[src/rtl/shift_arbiter_if.sv]
// Handshake bundle for shift_arbiter: two requester ports and one response port.
// slave = arbiter side, master = requesters plus the response consumer.
interface shift_arbiter_if;
  logic        req0_valid;
  logic        req0_ready;
  logic [2:0]  req0_op;
  logic [31:0] req0_a;
  logic [31:0] req0_b;
  logic        req1_valid;
  logic        req1_ready;
  logic [2:0]  req1_op;
  logic [31:0] req1_a;
  logic [31:0] req1_b;
  logic        rsp_valid;
  logic        rsp_ready;
  logic        rsp_id;
  logic [31:0] rsp_result;
  logic        rsp_err;

  modport slave (
    input  req0_valid, req0_op, req0_a, req0_b,
    input  req1_valid, req1_op, req1_a, req1_b,
    input  rsp_ready,
    output req0_ready, req1_ready,
    output rsp_valid, rsp_id, rsp_result, rsp_err
  );

  modport master (
    output req0_valid, req0_op, req0_a, req0_b,
    output req1_valid, req1_op, req1_a, req1_b,
    output rsp_ready,
    input  req0_ready, req1_ready,
    input  rsp_valid, rsp_id, rsp_result, rsp_err
  );
endinterface

[src/rtl/shift_arbiter.sv]
// Two-port arbitrated 32-bit shifter/rotator with a one-entry result register.
// Ports: clk, clr (async active-low reset), bus (shift_arbiter_if.slave).
// Macro SHIFT_ARB_RR_EN selects round-robin; default is fixed priority (req0).
module shift_arbiter (
  input logic            clk,
  input logic            clr,
  shift_arbiter_if.slave bus
);
  typedef enum logic {IDLE, BUSY} state_t;

  state_t      state_q;
  logic        rsp_id_q;
  logic        rsp_id_d;
  logic [31:0] result_q;
  logic [31:0] result_d;
  logic        err_q;
  logic        err_d;
  logic        idle;
  logic        gnt0;
  logic        gnt1;
  logic [2:0]  op_sel;
  logic [31:0] a_sel;
  logic [31:0] b_sel;

  // Readys are masked while clr is low so nothing is handed over in reset.
  assign idle = (state_q == IDLE) && clr;

`ifdef SHIFT_ARB_RR_EN
  logic last_q;
  logic last_d;

  // On a tie, serve whichever port was not served last.
  assign gnt1 = idle && bus.req1_valid
             && (!bus.req0_valid || !last_q);
  assign last_d = gnt1;

  always_ff @(posedge clk or negedge clr) begin
    if (!clr) begin
      last_q <= 1'b1;
    end else if (gnt0 || gnt1) begin
      last_q <= last_d;
    end
  end
`else
  assign gnt1 = idle && bus.req1_valid && !bus.req0_valid;
`endif

  assign gnt0 = idle && bus.req0_valid && !gnt1;

  // Returns {err, result}. Rotates double the operand so an
  // amount of 0 never needs a shift by 32.
  function automatic logic [32:0] shift_op(
    input logic [2:0]  op,
    input logic [31:0] a,
    input logic [31:0] b
  );
    logic        big;
    logic [4:0]  amt;
    logic [63:0] rl;
    logic [63:0] rr;
    logic [31:0] sra;
    big = |b[31:5];
    amt = b[4:0];
    rl  = {a, a} << amt;
    rr  = {a, a} >> amt;
    sra = $signed(a) >>> amt;
    case (op)
      3'b000:  shift_op = {1'b0, big ? 32'd0 : a << amt};
      3'b001:  shift_op = {1'b0, big ? 32'd0 : a >> amt};
      3'b010:  shift_op = {1'b0, big ? {32{a[31]}} : sra};
      3'b011:  shift_op = {1'b0, rl[63:32]};
      3'b100:  shift_op = {1'b0, rr[31:0]};
      default: shift_op = {1'b1, 32'd0};
    endcase
  endfunction

  always_comb begin
    op_sel = bus.req0_op;
    a_sel  = bus.req0_a;
    b_sel  = bus.req0_b;
    if (gnt1) begin
      op_sel = bus.req1_op;
      a_sel  = bus.req1_a;
      b_sel  = bus.req1_b;
    end
    {err_d, result_d} = shift_op(op_sel, a_sel, b_sel);
    rsp_id_d = gnt1;
  end

  always_ff @(posedge clk or negedge clr) begin
    if (!clr) begin
      state_q  <= IDLE;
      rsp_id_q <= 1'b0;
      result_q <= 32'd0;
      err_q    <= 1'b0;
    end else begin
      unique case (state_q)
        IDLE: begin
          if (gnt0 || gnt1) begin
            state_q  <= BUSY;
            rsp_id_q <= rsp_id_d;
            result_q <= result_d;
            err_q    <= err_d;
          end
        end
        BUSY: begin
          if (bus.rsp_ready) begin
            state_q <= IDLE;
          end
        end
      endcase
    end
  end

  assign bus.req0_ready = gnt0;
  assign bus.req1_ready = gnt1;
  assign bus.rsp_valid  = (state_q == BUSY);
  assign bus.rsp_id     = rsp_id_q;
  assign bus.rsp_result = result_q;
  assign bus.rsp_err    = err_q;
endmodule

[src/flat_wrapper.sv]
// flat-port wrapper written by rule: the top's interface ports become plain ports
module shift_arbiter_flat 
  (clk, clr, bus_req0_valid, bus_req0_op, bus_req0_a, bus_req0_b, bus_req1_valid, bus_req1_op, bus_req1_a, bus_req1_b, bus_rsp_ready, bus_req0_ready, bus_req1_ready, bus_rsp_valid, bus_rsp_id, bus_rsp_result, bus_rsp_err);
  shift_arbiter_if bus_i ();
  input logic clk;
  input logic clr;
  input wire logic [$bits(bus_i.req0_valid)-1:0] bus_req0_valid;
  input wire logic [$bits(bus_i.req0_op)-1:0] bus_req0_op;
  input wire logic [$bits(bus_i.req0_a)-1:0] bus_req0_a;
  input wire logic [$bits(bus_i.req0_b)-1:0] bus_req0_b;
  input wire logic [$bits(bus_i.req1_valid)-1:0] bus_req1_valid;
  input wire logic [$bits(bus_i.req1_op)-1:0] bus_req1_op;
  input wire logic [$bits(bus_i.req1_a)-1:0] bus_req1_a;
  input wire logic [$bits(bus_i.req1_b)-1:0] bus_req1_b;
  input wire logic [$bits(bus_i.rsp_ready)-1:0] bus_rsp_ready;
  output wire logic [$bits(bus_i.req0_ready)-1:0] bus_req0_ready;
  output wire logic [$bits(bus_i.req1_ready)-1:0] bus_req1_ready;
  output wire logic [$bits(bus_i.rsp_valid)-1:0] bus_rsp_valid;
  output wire logic [$bits(bus_i.rsp_id)-1:0] bus_rsp_id;
  output wire logic [$bits(bus_i.rsp_result)-1:0] bus_rsp_result;
  output wire logic [$bits(bus_i.rsp_err)-1:0] bus_rsp_err;
  assign bus_i.req0_valid = bus_req0_valid;
  assign bus_i.req0_op = bus_req0_op;
  assign bus_i.req0_a = bus_req0_a;
  assign bus_i.req0_b = bus_req0_b;
  assign bus_i.req1_valid = bus_req1_valid;
  assign bus_i.req1_op = bus_req1_op;
  assign bus_i.req1_a = bus_req1_a;
  assign bus_i.req1_b = bus_req1_b;
  assign bus_i.rsp_ready = bus_rsp_ready;
  assign bus_req0_ready = bus_i.req0_ready;
  assign bus_req1_ready = bus_i.req1_ready;
  assign bus_rsp_valid = bus_i.rsp_valid;
  assign bus_rsp_id = bus_i.rsp_id;
  assign bus_rsp_result = bus_i.rsp_result;
  assign bus_rsp_err = bus_i.rsp_err;
  shift_arbiter u_core (.clk(clk), .clr(clr), .bus(bus_i));
endmodule
[config.mk]
export PLATFORM = sky130hd
export DESIGN_NAME = shift_arbiter_flat
export DESIGN_NICKNAME = d
export VERILOG_FILES = /design/src/rtl/shift_arbiter_if.sv /design/src/rtl/shift_arbiter.sv /design/src/flat_wrapper.sv
export SDC_FILE = /design/constraint.sdc
export NUM_CORES = 1
export LEC_CHECK = 0
export ABC_AREA = 1
export CAP_MARGIN = 20
export CORE_AREA = 2 2 233 143
export CTS_CLUSTER_DIAMETER = 50
export DETAILED_ROUTE_END_ITERATION = 8
export DIE_AREA = 0 0 235 145
export HOLD_SLACK_MARGIN = 0.12
export PLACE_DENSITY = 0.41
export SLEW_MARGIN = 15
export SYNTH_ARGS = -nofsm -noshare
export SYNTH_HDL_FRONTEND = slang
export SYNTH_SLANG_ARGS = --single-unit
[constraint.sdc]
create_clock -name clk -period 2.7 [get_ports clk]
set_input_delay 0.54 -clock clk [delete_from_list [all_inputs] [get_ports clk]]
set_output_delay 0.54 -clock clk [all_outputs]
set_load 0.05 [all_outputs]
==> summary.md, run 1 <==
| Metric | Value |
|---|---|
| DP Cell Count | `2,357` |
| DR WL/cell | `roughly 23 um` |
| Die area | `34,100 um^2` |
| ANT nets after route | `0` |
| Crit start category | `flip-flop` |
| Worst EP arrival | `3.03 ns` |
| HP Class | `in2async` |
| Fin. max-slew vios | `0` |
| Cell Rows | `51` |
| Design Power | `5.88 mW` |
| CP max stage delay | `0.40 ns` |
| Mux share of post-synthesis cell area | `0%` |
| Nets | `approximately 2,100` |
| Simple-Gate Fraction of Synth Area | `70.0%` |
| Crit path kind | `reg2reg` |
| Max IR drop VDD | `0.254 mV` |
| DPL Wire Length | `43,800 um` |
| Status | `finished, violations left` |
| F_max | `351 MHz` |
| Worst-Margin Slew | `0.548 ns` |
| Post-synthesis compound-gate area fraction | `about 7.0%` |
| CTS clk-pin slew, worst paths | `0.06 ns` |
| Crit-path cells | `buf_4, nor2_4, nand4_1, nand2_4, clkbuf_16, nand2_1, nand3_1, buf_4, nand3_1, buf_4, nand3_1, o21ai_0, nand2_1, nand4_1, nand3_2, nand2_1` |
| Die Height | `145 um` |
| Vias per inst | `between 5 and 6` |
| Starting Density | `23.7%` |
| Tot GR Track Use | `30.7%` |
| CTS tree | `yes` |
| Largest family of logic cells by synthesized area | `simple AND/OR/NAND/NOR gates` |
| Mean area per synthesized cell | `4.88 um^2` |
| Worst-path maximum fanout | `7` |
| Skew-Pair Late Insertion Delay | `around 0.30 ns` |
| Synth Register Bits | `35` |
| Chip width | `235 um` |
| Final setup fails | `18` |
| RSZ-0062 raised after global routing | `true` |
| Post-synthesis sequential area ratio | `11.6%` |
| DR DRC count | `0` |
| Io pins | `176` |
| Vias in the first global route | `11,800` |
| H-tree levels | `2` |
| Max_cap viols | `0` |
| Synth Cell Area | `7580 um^2` |
| P per Cell Area | `401 nW/um^2` |
| Initial drt markers | `1,598` |
| Via count | `between 10,000 and 15,000` |
| Post-synthesis cell count | `between 1,500 and 2,000` |
| Synth warn | `0` |
| Worst Slack Setup Final | `-0.147 ns` |
| Ant diodes | `0` |
| Crit path time final | `2.85 ns` |
| I/O Buffers | `175` |
| Failing checks | `setup timing` |
| Share of layout cells above drive strength 1 | `a little over a third` |
| Worst setup EP type | `flip-flop` |
| CTS Root Cell | `clkbuf_16` |
| Final Cycle Share | `105%` |
| Largest net degree at the start of global routing | `36` |
| First-pass GRT wire length | `77,600 um` |
| Synth unique cells | `28` |
| CTS Buf Count | `5` |
| Total length of routed wires | `56,500 um` |
| TNS Setup | `-0.992 ns` |
| Core box area | `~32,000 um^2` |
| Total congestion overflow | `0` |
| Initial antenna violation count | `0` |
| Clk buf depth | `2` |
| Area growth, synth to finish | `93.7%` |
| Synth Area in Adders | `0%` |
| Layout Cells excl Fill | `2,424` |
| Lkg Pwr | `roughly 7.4 nW` |
| GPL Wtd Cong | `1.02` |
| Slowest-stage cell, CP | `dfrtp_1` |
| Clock sinks | `35` |
| Fin. Hold Viols | `0` |
| Pre-Repair DR Iteration Count | `5` |
| Required @ worst endpoint | `2.89 ns` |
| Post-Synth XOR/XNOR Area | `0%` |
| Max transition margin | `63.4%` |
| Syn nets | `1,691` |
| Post-Route Skew | `about 0.0045 ns` |
-- layout make-up --
type                    instances  area, um^2
inverters                     109         445
clock buffers                   6         139
clock inverters                 1        5.00
multi-input cells            1317        7420
flip-flops and latches         35         876
well taps                     424         531
repair buffers                532        5270
fillers                      3444       17300
-- report_power, final --
part	internal (mW)	switching [mW]
Clock	0.362	0.258
Sequential	0.646	0.0747
Combinational	1.75	2.79
-- per-layer routing --
metal	wire length [um]	track usage, %	share of wire [%]
met1	26600	45.7	47
met2	21800	41.9	39
met5	51	1.30	0.090
met4	972	5.41	1.7
met3	7180	10.5	13
-- worst paths after layout --
kind,cells past startpoint,from,endpoint,slack [ns]
min in group clk,2,u_core.bus.rsp_result[3]$_DFFE_PN0P_,u_core.bus.rsp_result[3]$_DFFE_PN0P_,0.48
min,2,clr,u_core.bus.rsp_result[1]$_DFFE_PN0P_,0.42
max in group asynchronous,2,clr,u_core.bus.rsp_result[25]$_DFFE_PN0P_,1.89
max,16,u_core.bus.rsp_valid$_DFF_PN0_,u_core.bus.rsp_result[11]$_DFFE_PN0P_,-0.15
min reg2reg,2,u_core.bus.rsp_result[3]$_DFFE_PN0P_,u_core.bus.rsp_result[3]$_DFFE_PN0P_,0.48
max reg2reg,16,u_core.bus.rsp_valid$_DFF_PN0_,u_core.bus.rsp_result[11]$_DFFE_PN0P_,-0.15
-- cell usage in the layout, fill, tap and decap left out, types with 2 or more instances in the layout --
cell	instances
nand2_1	526
buf_4	277
nand3_1	270
clkdlybuf4s50_1	170
nand3_2	145
nand2_2	97
inv_1	86
nor2_1	59
nand4_1	48
a21oi_1	35
dfrtp_1	35
buf_12	33
buf_6	30
nand2_4	29
o21ai_1	19
nand3_4	18
clkbuf_16	16
inv_2	14
o21ai_0	11
nor2_2	9
o211ai_1	9
o21ai_2	8
o21ai_4	6
nor3_1	6
a21oi_2	6
nor2_4	5
buf_16	5
inv_4	4
inv_8	3
nor3_2	3
or2_4	2
clkbuf_2	2
buf_8	2
-- worst max-delay path: cells and delay by family (launching register included) --
kind                   cells  cell delay [ns]
DFF                        1             0.40
buffers and inverters      4             0.65
and+or+nand+nor           11             1.55
AOI/OAI and AO/OA          1             0.13
-- metrics by stage --
step	util [%]	hold slack, ns	cell area, um^2	setup slack [ns]
2_1_floorplan	-	0.244	7580	0.290
3_3_place_gp	37.5	0.464	12000	-0.876
3_5_place_dp	37.5	0.464	12000	-0.830
4_1_cts	40.1	0.450	12800	-0.0978
5_1_grt	45.9	0.464	14700	-0.269
6_report	45.9	0.420	14700	-0.147
-- sequential cells by signal (all words and copies together) (netlist names) --
| signal | cells |
|---|---|
| u_core.bus.rsp_id | 1 |
| u_core.bus.rsp_result | 32 |
| u_core.bus.rsp_valid | 1 |
| u_core.bus.rsp_err | 1 |
-- kinds of logic after synthesis --
family	Yosys count
flops	35
buf+inv	200
compound gates	96
simple gates	1221
-- Yosys cell counts (all sizes together) --
master | count | area, um^2
inv | 108 | 405
o211ai | 9 | 67.6
clkinv | 1 | 3.75
clkbuf | 38 | 143
dfrtp | 35 | 876
nor4 | 1 | 6.26
o21a | 1 | 7.51
buf | 53 | 312
nor3 | 9 | 45.0
o21ai | 44 | 246
nand3 | 433 | 2170
nand2 | 652 | 2450
nor2 | 73 | 289
nand4 | 49 | 322
nor3b | 1 | 7.51
or2 | 3 | 18.8
a21oi | 42 | 210
-- timing repair --
item | in CTS | in global routing
hold buffers | 0 | 0
resized for setup | 118 | 320
setup endpoints to repair | 32 | 32
cloned | 6 | 12
pin swaps | 7 | 42
buffers inserted | 8 | 35
Power figures use the tool's default switching activity.
==> run 2, diff against run 1 <==
Settings changed: CELL_PAD_IN_SITES_DETAIL_PLACEMENT set to 0, CELL_PAD_IN_SITES_GLOBAL_PLACEMENT set to 1, PLACE_DENSITY 0.41 to 0.6.
==> run 2 against run 1 <==
  * The flow now finishes without violations
  * Non-clock buffer count is 70 lower
  * Global-route usage is 2.6 points lower
  * Clock skew grew 0.0029 ns
  * Combinational power fell by 8.8%
  * Flip-flop and latch count did not move
  * Final area is 6.2% lower
  * Utilization down 2.8 points
  * Clock power increased by 0.8%
  * Via count down 2.5%
  * First-iteration DRC count shrank 12%
  * Critical path type is now in2reg
  * Critical endpoint is now u_core.bus.rsp_result[21]$_DFFE_PN0P_
  * Largest cell class unchanged
==> summary.md, run 2 (synthesis results as in run 1) <==
| Metric | Value |
|---|---|
| Die Height | `145 um (unchanged)` |
| Detail Route met2 WL | `19,500 um (was 21,800 um)` |
| Ant diodes | `0 (unchanged)` |
| RSZ-0062 raised after global routing | `true (unchanged)` |
| DR DRC count | `0 (unchanged)` |
| DPL Wire Length | `39,900 um (was 43,800 um)` |
| Cell Rows | `51 (unchanged)` |
| Util after Layout | `43.1% (was 45.9%)` |
| Io pins | `176 (unchanged)` |
| Largest register FFs | `32 (unchanged)` |
| Max_cap viols | `0 (unchanged)` |
| Max transition margin | `63.5% (was 63.4%)` |
| CTS clk-pin slew, worst paths | `0.06 ns (about the same)` |
| CP max stage delay | `0.18 ns (was 0.40 ns)` |
| I/O Buffers | `175 (unchanged)` |
| Area growth, synth to finish | `81.6% (was 93.7%)` |
| Hold Path Depth | `2` |
| Tot GR Track Use | `28.1% (was 30.7%)` |
| Chip width | `235 um (unchanged)` |
| F_max | `376 MHz (was 351 MHz)` |
| Worst EP arrival | `2.84 ns (was 3.03 ns)` |
| CTS Buf Count | `5 (unchanged)` |
| Layout Cells excl Fill | `2,356 (was 2,424)` |
| Die area | `34,100 um^2 (unchanged)` |
| Vias per inst | `5.36 (was 5.34)` |
| Worst Slack Setup Final | `0.0380 ns (was -0.147 ns)` |
| P per Cell Area | `399 nW/um^2 (was 401 nW/um^2)` |
| Clk buf depth | `2 (unchanged)` |
| Crit start category | `input port (was flip-flop)` |
| Total length of routed wires | `50,600 um (was 56,500 um)` |
| Vias in the first global route | `11,600 (was 11,800)` |
| DR WL/cell | `21.5 um (was 23.3 um)` |
| Clock sinks | `35 (unchanged)` |
| Slowest-stage cell, CP | `nand4_1 (was dfrtp_1)` |
| Crit path time final | `2.66 ns (was 2.85 ns)` |
| Combinational power share | `75.3% (was 77.2%)` |
| Worst-Margin Slew | `0.546 ns (was 0.548 ns)` |
| Fin. Hold Viols | `0 (unchanged)` |
| Largest net degree at the start of global routing | `57 (was 36)` |
| Final Cycle Share | `98.6% (was 105%)` |
| P_int | `2.61 mW (was 2.76 mW)` |
| Status | `finished clean (was finished, violations left)` |
| GPL Wtd Cong | `1.05 (was 1.02)` |
| DP Cell Count | `2,309 (was 2,357)` |
| Nets | `2,070 (was 2,139)` |
| Clock power frac | `11.4% (was 10.5%)` |
| Share of layout cells above drive strength 1 | `31.8% (was 36.1%)` |
| CTS Root Cell | `clkbuf_16 (unchanged)` |
| Top cell by count, worst path | `nand2_1` |
| Hold-fix buffers, CTS | `0 (unchanged)` |
| Top layer in use | `met5 (unchanged)` |
| Max IR drop VDD | `0.198 mV (was 0.254 mV)` |
| HP Class | `reg2reg (was in2async)` |
| Fin. max-slew vios | `0 (unchanged)` |
| Crit-path cells | `buf_2, buf_12, inv_2, nor2_4, nand4_1, nand2_4, buf_12, buf_4, nand2_1, nand3_1, nand3_1, nand2_2, nand2_2, nand2_1, a21oi_1, nor2_1, nand3_1, nand2_1, nand2_1 (was buf_4, nor2_4, nand4_1, nand2_4, clkbuf_16, nand2_1, nand3_1, buf_4, nand3_1, buf_4, nand3_1, o21ai_0, nand2_1, nand4_1, nand3_2, nand2_1)` |
| Commonest non-fill, non-tap cell in the layout | `nand2_1 (unchanged)` |
| Commonest non-fill, non-tap cells in the layout | `nand2_1, nand3_1, buf_4 (was nand2_1, buf_4, nand3_1)` |
| Skew-Pair Late Insertion Delay | `0.29 ns (was 0.30 ns)` |
| Crit path kind | `in2reg (was reg2reg)` |
| Total congestion overflow | `0 (unchanged)` |
| CTS tree | `yes (unchanged)` |
| Required @ worst endpoint | `2.88 ns (was 2.89 ns)` |
| Metal3 WL | `6820 um (was 7180 um)` |
| ANT nets after route | `0 (unchanged)` |
| R2R cell count | `17 (was 16)` |
| Starting Density | `23.7% (unchanged)` |
| Final setup fails | `0 (was 18)` |
| Via count | `12,600 (was 13,000)` |
| Pre-Repair DR Iteration Count | `8 (was 5)` |
| First-pass GRT wire length | `73,400 um (was 77,600 um)` |
| Core box area | `32,000 um^2 (unchanged)` |
| Worst setup EP type | `flip-flop (unchanged)` |
| Worst-path maximum fanout | `16 (was 7)` |
| Pre-CTS WS | `-0.721 ns (was -0.830 ns)` |
| Initial drt markers | `1,407 (was 1,598)` |
| Worst Hold Margin | `0.476 ns (was 0.420 ns)` |
| H-tree levels | `2 (unchanged)` |
| Post-Route Skew | `0.00734 ns (was 0.00448 ns)` |
| Initial antenna violation count | `0 (unchanged)` |
| Lkg Pwr | `6.95 nW (was 7.40 nW)` |
| Net Sw Frac | `52.6% (was 53.1%)` |
| Sequential power share | `13.3% (was 12.3%)` |
| M1 WL | `23,500 um (was 26,600 um)` |
| Net switching power | `2.89 mW (was 3.13 mW)` |
run 2: cell types whose count changed in the layout (fill, tap and decap cells not counted), moves of 3 or more:
cell	before	now
inv_8	3	0
buf_6	30	14
buf_12	33	37
nand2_1	526	536
buf_4	277	225
nand3_2	145	123
o21ai_2	8	13
o21ai_4	6	3
nand3_1	270	297
nand2_4	29	18
clkbuf_16	16	10
nand3_4	18	13
run 2: timing repair:
action,4_1_cts,5_1_grt
buffers inserted,6,20
pin swaps,15,27
gates resized for setup,151,206
gates cloned,8,5
setup endpoints to repair,32,32
run 2: layout make-up:
type                            instances  area [um^2]
Inverter                              109          428
Fill cell                            3470        18200
Clock buffer                            8          156
Multi-Input combinational cell       1318         7150
Timing Repair Buffer                  462         4630
Sequential cell                        35          876
Tap cell                              424          531
run 2: path summary, 6_finish.rpt:
path,start,endpoint,slack [ns]
min in group asynchronous,clr,u_core.bus.rsp_result[17]$_DFFE_PN0P_,0.50
setup / recovery,clr,u_core.bus.rsp_result[21]$_DFFE_PN0P_,0.04
hold reg to reg,u_core.bus.rsp_result[18]$_DFFE_PN0P_,u_core.bus.rsp_result[18]$_DFFE_PN0P_,0.48
max in group asynchronous,clr,u_core.bus.rsp_result[11]$_DFFE_PN0P_,1.82
hold / removal,u_core.bus.rsp_result[18]$_DFFE_PN0P_,u_core.bus.rsp_result[18]$_DFFE_PN0P_,0.48
setup reg to reg,u_core.bus.rsp_valid$_DFF_PN0_,u_core.bus.rsp_result[21]$_DFFE_PN0P_,0.06
run 2: power by group through the flow:
stage	registers (mW)	logic (mW)	clock network, mW
6_report	0.734	4.14	0.625
5_1_grt	0.752	4.37	0.670
4_1_cts	0.736	3.76	0.643
3_5_place_dp	0.739	3.50	0
3_3_place_gp	0.745	3.50	0
2_1_floorplan	1.15	1.40	0
run 2: metrics by stage:
step                instance area (um^2)  TNS, ns  power [mW]
floorplan                           7580        0        2.55
global placement                   11700   -17.64        4.25
detailed placement                 11700   -16.77        4.24
CTS                                12700        0        5.14
global route                       13800    -1.42        5.79
finish                             13800        0        5.50
run 2: worst max-delay path: cells and delay by family:
kind                   cells  cell delay, ns
buffers and inverters      5            0.59
AND/OR/NAND/NOR           13            1.58
AO/OA/AOI/OAI              1            0.09
run 2: routing by layer:
layer  up-vias  global-route usage [%]
met5         -                       0
met4         2                    4.24
met3        70                    8.03
li1       5910                       -
met2       720                    38.7
met1      5926                    43.0
